--- config.mk ---
export PLATFORM = sky130hd
export DESIGN_NAME = div_result_bcd
export DESIGN_NICKNAME = d
export VERILOG_FILES = /design/src/rtl/div_pkg.sv /design/src/rtl/bcd_add3.sv /design/src/rtl/div_result_bcd.sv
export SDC_FILE = /design/constraint.sdc
export NUM_CORES = 1
export LEC_CHECK = 0
export BUFFER_PORTS_ARGS = -buffer_cell sky130_fd_sc_hd__buf_2
export CORE_ASPECT_RATIO = 2
export CORE_MARGIN = 3
export CORE_UTILIZATION = 50
export DETAILED_ROUTE_END_ITERATION = 7
export HOLD_SLACK_MARGIN = 0.12
export PLACE_DENSITY_LB_ADDON = 0.08
export SLEW_MARGIN = 20
export SYNTH_ARGS = -nofsm -noshare
export SYNTH_HDL_FRONTEND = slang
export SYNTH_HIERARCHICAL = 1
export SYNTH_SLANG_ARGS = --single-unit
--- constraint.sdc ---
create_clock -name clk -period 5.8 [get_ports clk]
set_input_delay 0.58 -clock clk [delete_from_list [all_inputs] [get_ports clk]]
set_output_delay 0.58 -clock clk [all_outputs]
set_load 0.01 [all_outputs]
--- src/rtl/div_pkg.sv ---
// Shared constants for the divider result path: state encoding, BCD digit
// width, display blank code and default operand sizes.
package div_pkg;

    localparam int DIV_WIDTH   = 8;
    localparam int DIV_DIGITS  = 3;
    localparam int BCD_DIGIT_W = 4;

    localparam logic [BCD_DIGIT_W-1:0] BCD_BLANK = 4'hF;

    typedef enum logic [1:0] {
        IDLE  = 2'd0,
        LOAD  = 2'd1,
        SHIFT = 2'd2,
        DONE  = 2'd3
    } div_bcd_state_t;

endpackage

--- src/rtl/bcd_add3.sv ---
// Double-dabble correction cell: a BCD digit of 5 or more gets 3 added so the
// following left shift carries correctly into the next decimal digit.
module bcd_add3
    import div_pkg::*;
(
    input  logic [BCD_DIGIT_W-1:0] din,
    output logic [BCD_DIGIT_W-1:0] dout
);

    assign dout = (din >= 4'd5) ? din + 4'd3 : din;

endmodule

--- src/rtl/div_result_bcd.sv ---
// Captures the divider result and converts quotient/remainder to packed BCD
// by double dabble. Define DIV_BCD_BLANK_EN to blank leading zero digits.
module div_result_bcd
    import div_pkg::*;
#(
    parameter int WIDTH  = DIV_WIDTH,
    parameter int DIGITS = DIV_DIGITS
) (
    input  logic                          clk,
    input  logic                          rst,
    input  logic                          capture,
    input  logic [WIDTH-1:0]              quotient,
    input  logic [WIDTH-1:0]              remainder,
    input  logic                          not_valid,
    output logic [BCD_DIGIT_W*DIGITS-1:0] q_bcd,
    output logic [BCD_DIGIT_W*DIGITS-1:0] r_bcd,
    output logic                          err,
    output logic                          busy,
    output logic                          done
);

    localparam int BW = BCD_DIGIT_W * DIGITS;
    localparam int CW = $clog2(WIDTH + 1);
    localparam logic [CW-1:0] CNT_INIT = CW'(WIDTH);

    div_bcd_state_t state_reg, state_next;

    logic [WIDTH-1:0] lat_q_reg, lat_r_reg;
    logic [WIDTH-1:0] q_bin_reg, r_bin_reg;
    logic [BW-1:0]    q_scr_reg, r_scr_reg;
    logic [CW-1:0]    cnt_reg;
    logic [BW-1:0]    q_bcd_reg, r_bcd_reg;
    logic             err_reg, done_reg;

    logic [BW-1:0]    q_adj, r_adj;
    logic [BW-1:0]    q_scr_next, r_scr_next;
    logic [BW-1:0]    q_fin, r_fin, err_fin;

    genvar gi;
    generate
        for (gi = 0; gi < DIGITS; gi++) begin : g_add3
            bcd_add3 u_q_add3 (
                .din  (q_scr_reg[gi*BCD_DIGIT_W +: BCD_DIGIT_W]),
                .dout (q_adj[gi*BCD_DIGIT_W +: BCD_DIGIT_W])
            );
            bcd_add3 u_r_add3 (
                .din  (r_scr_reg[gi*BCD_DIGIT_W +: BCD_DIGIT_W]),
                .dout (r_adj[gi*BCD_DIGIT_W +: BCD_DIGIT_W])
            );
        end
    endgenerate

    // BCD half of the {bcd, bin} left shift after the add-3 correction
    assign q_scr_next = {q_adj[BW-2:0], q_bin_reg[WIDTH-1]};
    assign r_scr_next = {r_adj[BW-2:0], r_bin_reg[WIDTH-1]};

`ifdef DIV_BCD_BLANK_EN
    function automatic logic [BW-1:0] blank_lead(input logic [BW-1:0] v);
        logic lead;
        lead       = 1'b1;
        blank_lead = v;
        for (int d = DIGITS - 1; d >= 1; d--) begin
            if (lead && v[d*BCD_DIGIT_W +: BCD_DIGIT_W] == '0)
                blank_lead[d*BCD_DIGIT_W +: BCD_DIGIT_W] = BCD_BLANK;
            else
                lead = 1'b0;
        end
    endfunction

    assign q_fin   = blank_lead(q_scr_next);
    assign r_fin   = blank_lead(r_scr_next);
    assign err_fin = blank_lead('0);
`else
    assign q_fin   = q_scr_next;
    assign r_fin   = r_scr_next;
    assign err_fin = '0;
`endif

    always_ff @(posedge clk or negedge rst) begin
        if (!rst) state_reg <= IDLE;
        else      state_reg <= state_next;
    end

    always_comb begin
        state_next = state_reg;
        case (state_reg)
            IDLE:    if (capture) state_next = not_valid ? DONE : LOAD;
            LOAD:    state_next = SHIFT;
            SHIFT:   if (cnt_reg == CW'(1)) state_next = DONE;
            DONE:    state_next = IDLE;
            default: state_next = IDLE;
        endcase
    end

    // Result registers are written on the edge entering DONE, so they are
    // visible for the whole cycle in which done is high.
    always_ff @(posedge clk or negedge rst) begin
        if (!rst) begin
            lat_q_reg <= '0;
            lat_r_reg <= '0;
            q_bin_reg <= '0;
            r_bin_reg <= '0;
            q_scr_reg <= '0;
            r_scr_reg <= '0;
            cnt_reg   <= '0;
            q_bcd_reg <= '0;
            r_bcd_reg <= '0;
            err_reg   <= 1'b0;
            done_reg  <= 1'b0;
        end else begin
            done_reg <= 1'b0;
            case (state_reg)
                IDLE: begin
                    if (capture) begin
                        lat_q_reg <= quotient;
                        lat_r_reg <= remainder;
                        if (not_valid) begin
                            q_bcd_reg <= err_fin;
                            r_bcd_reg <= err_fin;
                            err_reg   <= 1'b1;
                            done_reg  <= 1'b1;
                        end
                    end
                end
                LOAD: begin
                    q_scr_reg <= '0;
                    r_scr_reg <= '0;
                    q_bin_reg <= lat_q_reg;
                    r_bin_reg <= lat_r_reg;
                    cnt_reg   <= CNT_INIT;
                end
                SHIFT: begin
                    q_scr_reg <= q_scr_next;
                    r_scr_reg <= r_scr_next;
                    q_bin_reg <= {q_bin_reg[WIDTH-2:0], 1'b0};
                    r_bin_reg <= {r_bin_reg[WIDTH-2:0], 1'b0};
                    cnt_reg   <= cnt_reg - CW'(1);
                    if (cnt_reg == CW'(1)) begin
                        q_bcd_reg <= q_fin;
                        r_bcd_reg <= r_fin;
                        err_reg   <= 1'b0;
                        done_reg  <= 1'b1;
                    end
                end
                default: ;
            endcase
        end
    end

    assign q_bcd = q_bcd_reg;
    assign r_bcd = r_bcd_reg;
    assign err   = err_reg;
    assign done  = done_reg;
    assign busy  = (state_reg != IDLE);

endmodule
==> impl_metrics.csv, run 1 <==
group,metric,value,unit
status,status,"completed",
worst_setup_path,worst_path_bufs_invs,1,
detailed_routing,drt_drc_violations_left,0,
grt,grt_util_all_layers,16.77,%
worst_setup_path,worstPathMaxFanout,48,
timing,setup_repair_after_global_routing_missed_its_margin,"no",
die,die_height,136.8,um
cells_and_area,fill_cell_instance_count_of_the_final_layout,735,
timing,final_max_slew_viol_count,0,
clock_network,tritoncts_clock_tree,"yes",
clock_network,cts_post_setup_buffers_inserted,0,
clock_network,cts.clk_slew.worst_paths,0.06,ns
worst_setup_path,critical-path-top-delay-family,"compound AO/OA/AOI/OAI gates",
grt,antenna_found_initial,0,
detailed_routing,final_antenna_net_count,0,
grt,grt_first_pass_wirelength,12940,um
yosys,synth.cell_area,4279,um2
placement,detailed_placement_wirelength_estimate,5142,um
timing,final-setup-viol-count,0,
cells_and_area,final_nets,468,
die,starting_utilization_of_the_core_area,51.61,%
detailed_routing,met1_length,3159,um
timing,max_slew_headroom,27.95,%
detailed_routing,drt_iter0_drc,108,
worst_setup_path,cpMaxStageDelayCell,"sky130_fd_sc_hd__a22oi_4",
placement,dpl-instance-area,4564,um2
timing,timing_hold_violations_final,0,
cells_and_area,antennaDiodeCount,0,
timing,max_freq,0.3758,GHz
power_and_ir_drop,pwr_cell_area,453.1,nW/um2
die,die_area,9772,um2
job,maxCapViolCount,0,
clock_network,cts.root.buffer_cell,"sky130_fd_sc_hd__clkbuf_16",
die,die_span_in_x,71.42,um
cells_and_area,layout.cell_area.non_filler,4827,um2
clock_network,cts_hold_buf,1,
yosys,synthesis.area_per_instance,11.03,um2
worst_setup_path,critPathMaxStageDelay,0.87,ns
die,core.rowCount,47,
grt,number_of_global_route_vias_before_repair,2746,
detailed_routing,routed_wire_length_per_instance,14.05,um
placement,gpl_wtd_cong,0.7431,
power_and_ir_drop,cellLeakagePower,2.334,nW
cells_and_area,seq_area,2202,um2
cells_and_area,multiInputGateArea,1886,um2
detailed_routing,met2RoutedLength,3932,um
worst_setup_path,cp-end-kind,"flop",
grt,grt_remaining_overflow,0,
detailed_routing,dr.pass1.iters,4,
clock_network,clk_path_buf_depth,2,
worst_setup_path,worstPathRequired,6.01,ns
yosys,postSynthNetCount,424,
placement,numPortBuffers,46,
detailed_routing,route.detailed.vias_per_inst,5.150,
timing,final_min_period_over_clock_period,45.87,%
clock_network,postCtsResizedCells,0,
worst_setup_path,worstPathCellList,"inv_1 -> ha_4 -> nand2b_1 -> a22oi_4 -> mux2_2",
worst_setup_path,critical_path.startpoint_type,"flop",
yosys,ys.warnings.count,6,
power_and_ir_drop,max-vdd-ir-drop,0.3639,mV
power_and_ir_drop,finalPower,2.187,mW
clock_network,cts_made_buffers,9,
timing,worst_pin_slew,1.081,ns
cells_and_area,post_route_cells_drive_above_1_share,25.35,%
hold_path,hp-class,"primary input to flop",
grt,pin_count_of_the_biggest_net_entering_global_routing,77,
yosys,synthesized_instance_count,388,
timing,post_route_skew,0.004351,ns
detailed_routing,dr.max_layer_used,"met4",
die,design.core.area,8292,um2
timing,fin_setup_tns,0,ns
detailed_routing,dr_wl_met3,243,um
clock_network,clk_latency,0.33,ns
detailed_routing,vias,2740,
worst_setup_path,worstSetupPathType,"flop to flop",
timing,final_period_minus_worst_setup_slack,2.661,ns
cells_and_area,final_core_utilization,58.22,%
worst_setup_path,critical_path_arrival,2.87,ns
clock_network,clock-sinks,88,
detailed_routing,routed_wirelength,7472,um
cells_and_area,syn_to_final_growth,12.81,%
clock_network,h-tree-depth,3,
die,io-pin-count,47,
cell usage in the layout, fill, tap and decap left out, types with 3 or more instances in the layout:
| master | instances |
|---|---|
| sky130_fd_sc_hd__ha_1 | 15 |
| sky130_fd_sc_hd__clkbuf_16 | 9 |
| sky130_fd_sc_hd__o21ai_1 | 4 |
| sky130_fd_sc_hd__nor2_1 | 21 |
| sky130_fd_sc_hd__mux2_4 | 8 |
| sky130_fd_sc_hd__dfrtp_1 | 88 |
| sky130_fd_sc_hd__and2_1 | 12 |
| sky130_fd_sc_hd__a21oi_1 | 16 |
| sky130_fd_sc_hd__a21oi_2 | 6 |
| sky130_fd_sc_hd__buf_2 | 45 |
| sky130_fd_sc_hd__mux2_2 | 33 |
| sky130_fd_sc_hd__nor2b_1 | 3 |
| sky130_fd_sc_hd__buf_4 | 3 |
| sky130_fd_sc_hd__nand3_1 | 4 |
| sky130_fd_sc_hd__nand2b_1 | 12 |
| sky130_fd_sc_hd__xnor2_1 | 6 |
| sky130_fd_sc_hd__inv_1 | 31 |
| sky130_fd_sc_hd__o21ai_0 | 19 |
| sky130_fd_sc_hd__mux2i_1 | 34 |
| sky130_fd_sc_hd__nand2_1 | 50 |
path summary, 6_finish.rpt:
check | endpoint | cells after the start | slack, ns | start
min in group asynchronous | r_bcd[2] | 2 | 0.63 | rst
max reg2reg | r_bcd[11] | 5 | 3.14 | state_reg[0]
max | r_bcd[11] | 5 | 3.14 | state_reg[0]
min | lat_q_reg[0] | 2 | 0.48 | quotient[0]
min reg2reg | state_reg[0] | 1 | 0.50 | state_reg[0]
max in group asynchronous | r_bin_reg[4] | 3 | 3.99 | rst
worst register-to-register path: stages (launching register included):
cell                       delay, ns
sky130_fd_sc_hd__dfrtp_1        0.37
sky130_fd_sc_hd__inv_1          0.12
sky130_fd_sc_hd__ha_4           0.55
sky130_fd_sc_hd__nand2b_1       0.19
sky130_fd_sc_hd__a22oi_4        0.87
sky130_fd_sc_hd__mux2_2         0.44
area by class of cell:
class	instances	share of cell area, %
Inverter	31	2.411
Clock buffer	11	4.821
Tap cell	98	2.540
Sequential cell	88	45.62
Multi-Input combinational cell	253	39.06
Timing Repair Buffer	49	5.340
Clock inverter	2	0.2074
metal layers:
metal  up-vias  track usage (%)
li1       1366                -
met1      1321            20.64
met2        46            28.23
met3         7            3.309
met4         0            7.218
met5         -                0
report_power, final:
group | switching (mW) | total (mW) | leakage [nW] | internal (mW)
registers | 0.0878 | 0.865 | 1.14 | 0.777
clock network | 0.210 | 0.492 | 0.121 | 0.281
logic | 0.473 | 0.830 | 1.08 | 0.357
metrics by stage:
stage	cells	setup WS, ns	hold slack [ns]
after floorplan	388	3.878	0.2844
after global placement	518	2.792	0.4282
after detailed placement	518	2.729	0.4344
after CTS	532	2.705	0.4662
after global routing	532	2.924	0.4764
final	532	3.139	0.4797
Note: power is estimated with default switching activity, not from simulation.
==> run 2: changes to the inputs <==
==> constraint.sdc (replaced) <==
create_clock -name clk -period 2.2 [get_ports clk]
set_input_delay 0.22 -clock clk [delete_from_list [all_inputs] [get_ports clk]]
set_output_delay 0.22 -clock clk [all_outputs]
set_load 0.01 [all_outputs]
==> run 2 against run 1 <==
Routed wire length grew 5.1%. Via count grew 4.6%. Non-clock buffer count grew 24. Register-to-register slack lost 3.0 ns. Core utilization grew 2.9 points. Critical path type unchanged.
==> impl_metrics.csv, run 2 (synthesized netlist as in run 1, its figures left out) <==
group,metric,value,unit
cells_and_area,fill_cell_instance_count_of_the_final_layout,684,
clock_network,tritoncts_clock_tree,"yes",
die,io-pin-count,47,
timing,final_period_minus_worst_setup_slack,2.068,ns
die,starting_utilization_of_the_core_area,51.61,%
hold_path,timing.hold.worst_path_depth,2,
power_and_ir_drop,combPwrFrac,38.9,%
worst_setup_path,timing.reg2reg.worst_path_depth,6,
clock_network,cts.clk_slew.worst_paths,0.06,ns
power_and_ir_drop,power.sequential.fraction,38.1,%
die,design.core.area,8292,um2
power_and_ir_drop,sw_share,34.72,%
grt,grt_first_pass_wirelength,13630,um
worst_setup_path,worstPathMaxFanout,12,
grt,antenna_found_initial,0,
detailed_routing,vias,2865,
die,die_height,136.8,um
hold_path,hp-class,"primary input to flop",
worst_setup_path,worstSetupPathType,"flop to flop",
placement,detailed_placement_wirelength_estimate,5567,um
grt,grt_util_all_layers,17.84,%
clock_network,cts_post_setup_buffers_inserted,0,
detailed_routing,routed_wire_length_per_instance,14.05,um
cells_and_area,final_cell_mix,"sky130_fd_sc_hd__dfrtp_1, sky130_fd_sc_hd__nand2_1, sky130_fd_sc_hd__buf_2",
detailed_routing,route.detailed.vias_per_inst,5.125,
clock_network,cts.root.buffer_cell,"sky130_fd_sc_hd__clkbuf_16",
clock_network,clock-sinks,88,
clock_network,cts_hold_buf,15,
worst_setup_path,worstPathRequired,2.42,ns
grt,number_of_global_route_vias_before_repair,2934,
timing,final.hold.worst_slack,0.1263,ns
grt,grt_remaining_overflow,0,
detailed_routing,routed_wirelength,7856,um
clock_network,postCtsResizedCells,0,
timing,max_slew_headroom,67.59,%
timing,worst_pin_slew,0.4862,ns
worst_setup_path,cp-end-kind,"flop",
detailed_routing,dr.pass1.iters,4,
timing,max_freq,0.4835,GHz
power_and_ir_drop,pwr_cell_area,1179,nW/um2
power_and_ir_drop,p_int,3.902,mW
die,core.rowCount,47,
worst_setup_path,critPathMaxStageDelay,0.45,ns
power_and_ir_drop,cellLeakagePower,2.452,nW
clock_network,clk_path_buf_depth,2,
detailed_routing,final_antenna_net_count,0,
timing,fin_setup_tns,0,ns
clock_network,cts_made_buffers,9,
worst_setup_path,worstPathCellList,"inv_1 -> ha_1 -> or3b_1 -> a22oi_4 -> buf_4 -> mux2_2",
power_and_ir_drop,finalPower,5.978,mW
power_and_ir_drop,max-vdd-ir-drop,0.7378,mV
detailed_routing,drt_drc_violations_left,0,
cells_and_area,layout_commonest_cell,"sky130_fd_sc_hd__dfrtp_1",
worst_setup_path,critical_path_arrival,2.29,ns
placement,gpl_wtd_cong,0.7396,
clock_network,clk_latency,0.33,ns
timing,final-setup-viol-count,0,
timing,post_route_skew,0.005601,ns
cells_and_area,post_route_cells_drive_above_1_share,26.46,%
job,maxCapViolCount,0,
power_and_ir_drop,clock_power_share,23.0,%
worst_setup_path,cpMaxStageDelayCell,"sky130_fd_sc_hd__or3b_1",
timing,final_max_slew_viol_count,0,
detailed_routing,drt_iter0_drc,166,
worst_setup_path,critical_path.startpoint_type,"flop",
timing,timing_hold_violations_final,0,
status,status,"completed",
cells_and_area,syn_to_final_growth,18.48,%
timing,final_min_period_over_clock_period,94.01,%
cells_and_area,antennaDiodeCount,0,
timing,setup_repair_after_global_routing_missed_its_margin,"no",
cells_and_area,final_nets,492,
grt,pin_count_of_the_biggest_net_entering_global_routing,38,
clock_network,h-tree-depth,3,
die,die_area,9772,um2
power_and_ir_drop,switchingPower,2.075,mW
placement,numPortBuffers,46,
die,die_span_in_x,71.42,um
run 2: cell types whose count changed in the layout (fill, tap and decap cells not counted):
cell and delta:
sky130_fd_sc_hd__clkbuf_1 +1, sky130_fd_sc_hd__clkbuf_8 +1, sky130_fd_sc_hd__ha_4 -1, sky130_fd_sc_hd__dlygate4sd3_1 +14, sky130_fd_sc_hd__ha_2 +1, sky130_fd_sc_hd__buf_4 +9
sky130_fd_sc_hd__buf_12 +1, sky130_fd_sc_hd__clkinvlp_4 +1
run 2: power groups by stage:
stage,combinational [mW],clock [mW],sequential [mW]
global route,2.63,1.48,2.34
global placement,2.30,0,2.29
finish,2.32,1.38,2.28
detailed placement,2.35,0,2.31
CTS,2.38,1.42,2.28
floorplan,1.82,0,2.26
run 2: final cells by class:
cell class / instances / area (um2) / share of cell area [%]
sequential: 88 / 2202 / 43.44
tap: 98 / 122.6 / 2.419
clock buffer: 13 / 250.2 / 4.936
timing repair buffer: 73 / 485.5 / 9.576
clock inverter: 3 / 17.52 / 0.3455
inverter: 31 / 116.4 / 2.295
multi-input combinational: 253 / 1876 / 36.99
run 2: final timing paths:
| check | start | to | slack, ns |
|---|---|---|---|
| worst max-delay path | cnt_reg[1] | r_bcd[11] | 0.13 |
| worst min-delay path | remainder[0] | lat_r_reg[0] | 0.13 |
| worst max register to register | cnt_reg[1] | r_bcd[11] | 0.13 |
| worst min register to register | state_reg[0] | state_reg[0] | 0.50 |
| max in group asynchronous | rst | q_bcd[7] | 1.17 |
| min in group asynchronous | rst | r_scr_reg[1] | 0.39 |
run 2: routing by layer:
layer,vias to the layer above,GRT usage [%],routed length [um]
met2,39,30.84,4222
met3,8,3.456,245
met4,0,7.218,124
met1,1396,21.50,3263
met5,-,0,0
li1,1422,-,-
run 2: critical path, delay by kind of cell (launching register included):
kind | cells | cell delay, ns
buf+inv | 2 | 0.36
flops | 1 | 0.37
simple gates | 1 | 0.45
mux | 1 | 0.36
compound gates | 1 | 0.27
fa+ha+maj | 1 | 0.14
run 2: per-stage QoR:
step | util, % | instances | setup WS (ns) | instance area [um2]
CTS | 61.14 | 559 | 0.1132 | 5070
global placement | 56.10 | 528 | 0.1675 | 4652
floorplan | - | 388 | 0.2775 | 4279
detailed placement | 56.10 | 528 | 0.1251 | 4652
finish | 61.14 | 559 | 0.1318 | 5070
global route | 61.14 | 559 | 0.03393 | 5070
